## src/rtl/clk_gate_pkg.sv

```systemverilog
// Shared types and width helpers for the clk_gate_ctrl idle-driven clock-gating controller.
package clk_gate_pkg;

    typedef enum logic [1:0] {
        RUN     = 2'd0,
        SLP_REQ = 2'd1,
        GATED   = 2'd2,
        WAKE    = 2'd3
    } gate_state_e;

    // Counter width for a counter that runs 0..n-1; never narrower than one bit.
    function automatic int cnt_width(input int n);
        return (n > 1) ? $clog2(n) : 1;
    endfunction

    localparam int IDLE_CYCLES_DEF = 16;
    localparam int WAKE_CYCLES_DEF = 2;
    localparam int IDLE_W_DEF      = cnt_width(IDLE_CYCLES_DEF);
    localparam int WAKE_W_DEF      = cnt_width(WAKE_CYCLES_DEF);

endpackage

```

## src/rtl/clk_icg.sv

```systemverilog
// Latch-based integrated clock gate: the enable is captured while clk_i is low so clk_o never glitches.
module clk_icg (
    input  logic clk_i,
    input  logic en_i,
    input  logic te_i,
    output logic clk_o
);

    logic en_latched;

    always_latch begin
        if (!clk_i) begin
            en_latched <= en_i | te_i;
        end
    end

    assign clk_o = clk_i & en_latched;

endmodule

```

## src/rtl/clk_gate_ctrl.sv

```systemverilog
// Idle-driven clock-gating controller with sleep request/ack handshake.
// Statistics counters are built only when CLK_GATE_CTRL_STAT_EN is defined.
module clk_gate_ctrl
    import clk_gate_pkg::*;
#(
    parameter int IDLE_CYCLES = 16,
    parameter int WAKE_CYCLES = 2,
    parameter int STAT_WIDTH  = 32
) (
    input  logic                  clk_i,
    input  logic                  rst_i,
    input  logic                  te_i,
    input  logic                  busy_i,
    input  logic                  wake_i,
    input  logic                  force_on_i,
    input  logic                  slp_ack_i,
    input  logic                  clr_stat_i,
    output logic                  slp_req_o,
    output logic                  clk_en_o,
    output logic                  clk_o,
    output logic                  gated_o,
    output logic                  wake_done_o,
    output logic [STAT_WIDTH-1:0] gate_cnt_o,
    output logic [STAT_WIDTH-1:0] gate_evt_o
);

    localparam int IDLE_W = cnt_width(IDLE_CYCLES);
    localparam int WAKE_W = cnt_width(WAKE_CYCLES);
    localparam logic [IDLE_W-1:0] IDLE_LAST = IDLE_W'(IDLE_CYCLES - 1);
    localparam logic [WAKE_W-1:0] WAKE_LAST = WAKE_W'(WAKE_CYCLES - 1);

    generate
        if (IDLE_CYCLES < 1 || WAKE_CYCLES < 1 || STAT_WIDTH < 1) begin : g_param_err
            $error("clk_gate_ctrl: IDLE_CYCLES, WAKE_CYCLES and STAT_WIDTH must all be >= 1");
        end
    endgenerate

    gate_state_e       state_q, state_d;
    logic [IDLE_W-1:0] idle_cnt_q, idle_cnt_d;
    logic [WAKE_W-1:0] wake_cnt_q, wake_cnt_d;
    logic              slp_req_q, slp_req_d;
    logic              clk_en_q, clk_en_d;
    logic              gated_q, gated_d;
    logic              wake_done_q, wake_done_d;
    logic              act;

    // Counters default to zero so any state change clears them.
    always_comb begin
        act        = busy_i | wake_i | force_on_i;
        state_d    = state_q;
        idle_cnt_d = '0;
        wake_cnt_d = '0;
        case (state_q)
            RUN: begin
                if (!act) begin
                    if (idle_cnt_q == IDLE_LAST) state_d = SLP_REQ;
                    else                         idle_cnt_d = idle_cnt_q + 1'b1;
                end
            end
            SLP_REQ: begin
                if (act)            state_d = RUN;
                else if (slp_ack_i) state_d = GATED;
            end
            GATED: begin
                if (act) state_d = WAKE;
            end
            WAKE: begin
                if (wake_cnt_q == WAKE_LAST) state_d = RUN;
                else                         wake_cnt_d = wake_cnt_q + 1'b1;
            end
            default: state_d = RUN;
        endcase
        slp_req_d   = (state_d != RUN);
        clk_en_d    = (state_d != GATED);
        gated_d     = (state_d == GATED);
        wake_done_d = (state_q == WAKE) && (state_d == RUN);
    end

    always_ff @(posedge clk_i or posedge rst_i) begin
        if (rst_i) begin
            state_q     <= RUN;
            idle_cnt_q  <= '0;
            wake_cnt_q  <= '0;
            slp_req_q   <= 1'b0;
            clk_en_q    <= 1'b1;
            gated_q     <= 1'b0;
            wake_done_q <= 1'b0;
        end else begin
            state_q     <= state_d;
            idle_cnt_q  <= idle_cnt_d;
            wake_cnt_q  <= wake_cnt_d;
            slp_req_q   <= slp_req_d;
            clk_en_q    <= clk_en_d;
            gated_q     <= gated_d;
            wake_done_q <= wake_done_d;
        end
    end

    assign slp_req_o   = slp_req_q;
    assign clk_en_o    = clk_en_q;
    assign gated_o     = gated_q;
    assign wake_done_o = wake_done_q;

`ifdef CLK_GATE_CTRL_STAT_EN
    logic [STAT_WIDTH-1:0] gate_cnt_q, gate_cnt_d;
    logic [STAT_WIDTH-1:0] gate_evt_q, gate_evt_d;

    // Saturating counters; a clear beats a same-cycle increment.
    always_comb begin
        gate_cnt_d = gate_cnt_q;
        gate_evt_d = gate_evt_q;
        if (clr_stat_i) begin
            gate_cnt_d = '0;
            gate_evt_d = '0;
        end else begin
            if (state_q == GATED && gate_cnt_q != '1) gate_cnt_d = gate_cnt_q + 1'b1;
            if (state_q == SLP_REQ && state_d == GATED && gate_evt_q != '1) gate_evt_d = gate_evt_q + 1'b1;
        end
    end

    always_ff @(posedge clk_i or posedge rst_i) begin
        if (rst_i) begin
            gate_cnt_q <= '0;
            gate_evt_q <= '0;
        end else begin
            gate_cnt_q <= gate_cnt_d;
            gate_evt_q <= gate_evt_d;
        end
    end

    assign gate_cnt_o = gate_cnt_q;
    assign gate_evt_o = gate_evt_q;
`else
    logic unused_clr_stat;
    assign unused_clr_stat = clr_stat_i;
    assign gate_cnt_o      = '0;
    assign gate_evt_o      = '0;
`endif

    clk_icg u_icg (
        .clk_i (clk_i),
        .en_i  (clk_en_q),
        .te_i  (te_i),
        .clk_o (clk_o)
    );

endmodule
```

## config.mk

```make
export PLATFORM = sky130hd
export DESIGN_NAME = clk_gate_ctrl
export DESIGN_NICKNAME = d
export VERILOG_FILES = /design/src/rtl/clk_gate_pkg.sv /design/src/rtl/clk_icg.sv /design/src/rtl/clk_gate_ctrl.sv
export SDC_FILE = /design/constraint.sdc
export NUM_CORES = 1
export LEC_CHECK = 0
export CAP_MARGIN = 15
export CORE_MARGIN = 2
export CORE_UTILIZATION = 30
export DETAILED_ROUTE_END_ITERATION = 8
export PLACE_DENSITY = 0.83
export SLEW_MARGIN = 20
export SYNTH_ARGS = -nofsm -noshare
export SYNTH_HDL_FRONTEND = slang
export SYNTH_SLANG_ARGS = --single-unit
```

## constraint.sdc

```tcl
create_clock -name clk_i -period 1.2 [get_ports clk_i]
set_input_delay 0.12 -clock clk_i [delete_from_list [all_inputs] [get_ports clk_i]]
set_output_delay 0.12 -clock clk_i [all_outputs]
set_load 0.005 [all_outputs]
```

**After elaboration in Yosys (flattened, before gate mapping)**

Index checks and enable logic that the tools add are counted.

- Bits in latches: 1
- Output and inout bits: 69
- Flip-flop bits (word level): 11
- Input port bits: 8
- Word-level logic and storage cells: 37

- Add/sub/neg operators: 2
- Reduce and logical (&&, ||, !) cells: 4
- Mux-type cells: 13
- Eq/ne operators: 6
- Bitwise logic cells: 4

Operators with widths:

| cell | number |
|---|---|
| $mux 2 | 6 |
| $mux 4 | 3 |
| $pmux 2 s4 | 1 |
| $eq 2x2->1 const B | 3 |
| $add 4x1->4 const B | 1 |
| $eq 4x4->1 const B | 1 |
| $logic_not 2->1 | 2 |
| $mux 1 | 3 |
| $or 1x1->1 | 3 |
| $eq 2x1->1 const B | 1 |
| $ne 2x2->1 const B | 1 |
| $reduce_bool 2->1 | 1 |
| $add 1x1->1 const B | 1 |
| $and 1x1->1 | 1 |
| $logic_and 1x1->1 | 1 |

**Depth between registers and ports, before layout**

- Depth in word-level cells: 6
- Mapped depth: 4

**Modules after synthesis**

From an unflattened synthesis, not the netlist that was laid out.

- Cell total of the unflattened synthesis: 109
- Area total of the unflattened synthesis: 979.7 µm²

By module, submodules not included:

| module | area each (µm²) | instances | cells an instance |
|---|---|---|---|
| clk_gate_ctrl | 952.2 | 1 | 106 |
| clk_icg | 27.5 | 1 | 3 |

==> results.md <==
- Status: complete, but fails checks
- Failing checks: negative setup slack
- TNS Setup: -0.5207 ns
- VDD IR-drop max: 0.3021 mV
- FF-to-FF setup slack: 0 ns
- Post-Syn Area per Cell: 8.988 um^2
- Crit-path max FO: 1
- CP Data Required Time: 1.08 ns
- Non-Filler Instances: between 150 and 200
- Die span in y: 61.15 um
- Clk_lat worst skew: 0.39 ns
- Filler cells: 346
- Worst reg-to-reg path cell count: 1
- Ys Warns: 0
- Core footprint: 3078 um^2
- Pin count of the biggest net entering global routing: 12
- Antenna Cells: 0
- R2r startpoint: clk_en_o$_DFF_PP1_
- I/O Buffers: 11
- RSZ-0062 raised after global routing: yes
- Setup crit end kind: output port
- Initial antenna violation count: 0
- P per Cell Area: 1314 nW/um^2
- Post-synthesis cell count: about 110
- Gr ovfl total: 0
- CTS tree: yes
- Wire length on met3: 187 um
- Setup WS post-layout: -0.5207 ns
- Detailed router's first-iteration violation count: 6
- Hold Fails Final Rpt: 0
- Routed wl met2: between 600 and 700 um
- Most frequent cells in the layout: conb_1 (64), dfrtp_1 (10), nor2_1 (7), clkbuf_4 (6), clkdlybuf4s50_1 (6)
- Gp weighted congestion: 0.6934
- DRT met1 WL: 397 um
- CP Class: latch to output port
- Routed WL: roughly 1.3 mm
- Cell row count: 20
- Final setup viols: 2
- Die width: 61.15 um
- Critical Path Source Type: latch
- Layout Nets: approximately 140
- Fin. max-slew vios: 0
- All-layer global routing usage: just over 7%
- Fin util: 31.71%
- Clock slew at reported path FFs: roughly 0.07 ns
- Vias in the first global route: ~450
- Share of layout cells above drive strength 1: 16.03%
- Routed vias/inst: 3.177
- First drt pass iteration count: 3
- Top Ports: 77
- First-pass GRT wire length: 1.642 mm
- Dpl hpwl: approximately 1.0 mm
- Max_cap viols: 0
- FF+latch count, synth: 12
- FF-to-FF End: u_icg.en_latched$_DLATCH_N_
- Commonest non-fill, non-tap cell in the layout: conb_1
- Crit path DAT: 1.60 ns
- Cts hold-fix bufs: 0
- Yosys cell types: 22
- Design Power: about 1.3 mW
- # DRC: 0
- HP Class: input port to asynchronous set/reset pin
- Top Layer Used: met4
- Total die area: around 3700 um^2
- Leak pwr: 0.5537 nW
- Synth-to-Final Area Change: -0.3832%
- Max Clock Skew: 0.008819 ns
- DR WL/cell: between 7 and 8 um
- Mapped cell area: 979.7 um^2
- DR vias: roughly 560
- Initial core utilization: 31.83%
- Hold Slack: 0.01751 ns
- Placed Cells: 167
- Final ANT Viol Nets: 0
-- sequential cells by signal, indices dropped and copies added (netlist names) --
| name | count |
|---|---|
| slp_req_o | 1 |
| idle_cnt_q | 4 |
| wake_cnt_q | 1 |
| clk_en_o | 1 |
| gated_o | 1 |
| state_q | 2 |
| u_icg.en_latched | 1 |
| wake_done_o | 1 |
-- cell type report --
type / count / area, um^2 / area share, %
timing repair buffer: 15 / 128.9 / 13.21
inverter: 2 / 7.507 / 0.7692
sequential: 12 / 291.5 / 29.87
clock buffer: 8 / 53.80 / 5.513
multi-input combinational: 94 / 439.2 / 45.00
tap: 44 / 55.05 / 5.641
-- Yosys cell counts --
master	n	area [um^2]
dfrtp_1	10	250.2
nand3_1	2	10.01
and2_1	2	12.51
a211oi_1	1	7.510
xor2_1	2	17.52
and3_1	2	12.51
inv_1	2	7.510
nor3_2	1	10.01
nand2_1	4	15.01
or2_2	1	6.260
buf_4	64	480.5
nand3b_1	1	7.510
dfstp_2	1	26.28
or3_4	1	11.26
ha_1	1	12.51
o21ai_1	2	10.01
nand3_2	1	10.01
o32ai_2	1	16.27
conb_1	1	3.750
mux2_2	1	11.26
nor2_1	7	26.28
dlxtn_1	1	15.01
-- how the worst max path moves through the flow --
stage	from	end	cells past startpoint	slack, ns
after CTS	u_icg.en_latched$_DLATCH_N_	clk_o	2	-0.55
after global routing	u_icg.en_latched$_DLATCH_N_	clk_o	2	-0.59
after global placement	u_icg.en_latched$_DLATCH_N_	clk_o	2	-0.48
final	u_icg.en_latched$_DLATCH_N_	clk_o	2	-0.52
after detailed placement	u_icg.en_latched$_DLATCH_N_	clk_o	2	-0.49
after floorplan	u_icg.en_latched$_DLATCH_N_	clk_o	1	-0.001
-- timing repair --
item / 4_1_cts / 5_1_grt
endpoints found under the setup margin: 6 / 3
resized for setup: 11 / 1
pin swaps: 1 / 2
setup buffers: 0 / 1
-- power breakdown --
part           switching [mW]  total [mW]  leakage, nW  internal (mW)
sequential             0.0657       0.532        0.154          0.467
combinational           0.165       0.288        0.364          0.122
clock                   0.184       0.462       0.0351          0.278
-- metrics by stage --
stage          setup slack, ns  cell area (um^2)
2_1_floorplan        -0.001137              1216
3_3_place_gp           -0.4758             930.9
3_5_place_dp           -0.4918             930.9
4_1_cts                -0.5501             965.9
5_1_grt                -0.5926             975.9
6_report               -0.5207             975.9
-- cell families (layout without fill, tap and decap cells) --
| logic type | count (synthesis) | in the layout | share of synthesized area [%] |
|---|---|---|---|
| compound gates | 4 | 4 | 3.449 |
| xor+xnor | 2 | 2 | 1.788 |
| simple gates | 22 | 22 | 12.39 |
| fa+ha+maj | 1 | 1 | 1.277 |
| other cells | 1 | 64 | 0.3828 |
| buf+inv | 66 | 25 | 49.81 |
| flops | 11 | 11 | 28.23 |
| mux | 1 | 1 | 1.149 |
| latches | 1 | 1 | 1.532 |
-- layer usage --
| metal | global-route usage, % | vias up |
|---|---|---|
| li1 | - | 259 |
| met3 | 1.891 | 7 |
| met5 | 0 | - |
| met2 | 10.79 | 46 |
| met1 | 5.392 | 244 |
| met4 | 12.73 | 0 |
-- worst max-delay path, stage by stage, from the launching register on --
cell,delay [ns]
dlxtn_1,0.38
and2_1,0.11
buf_2,0.10
(Power assumes the default switching activity.)
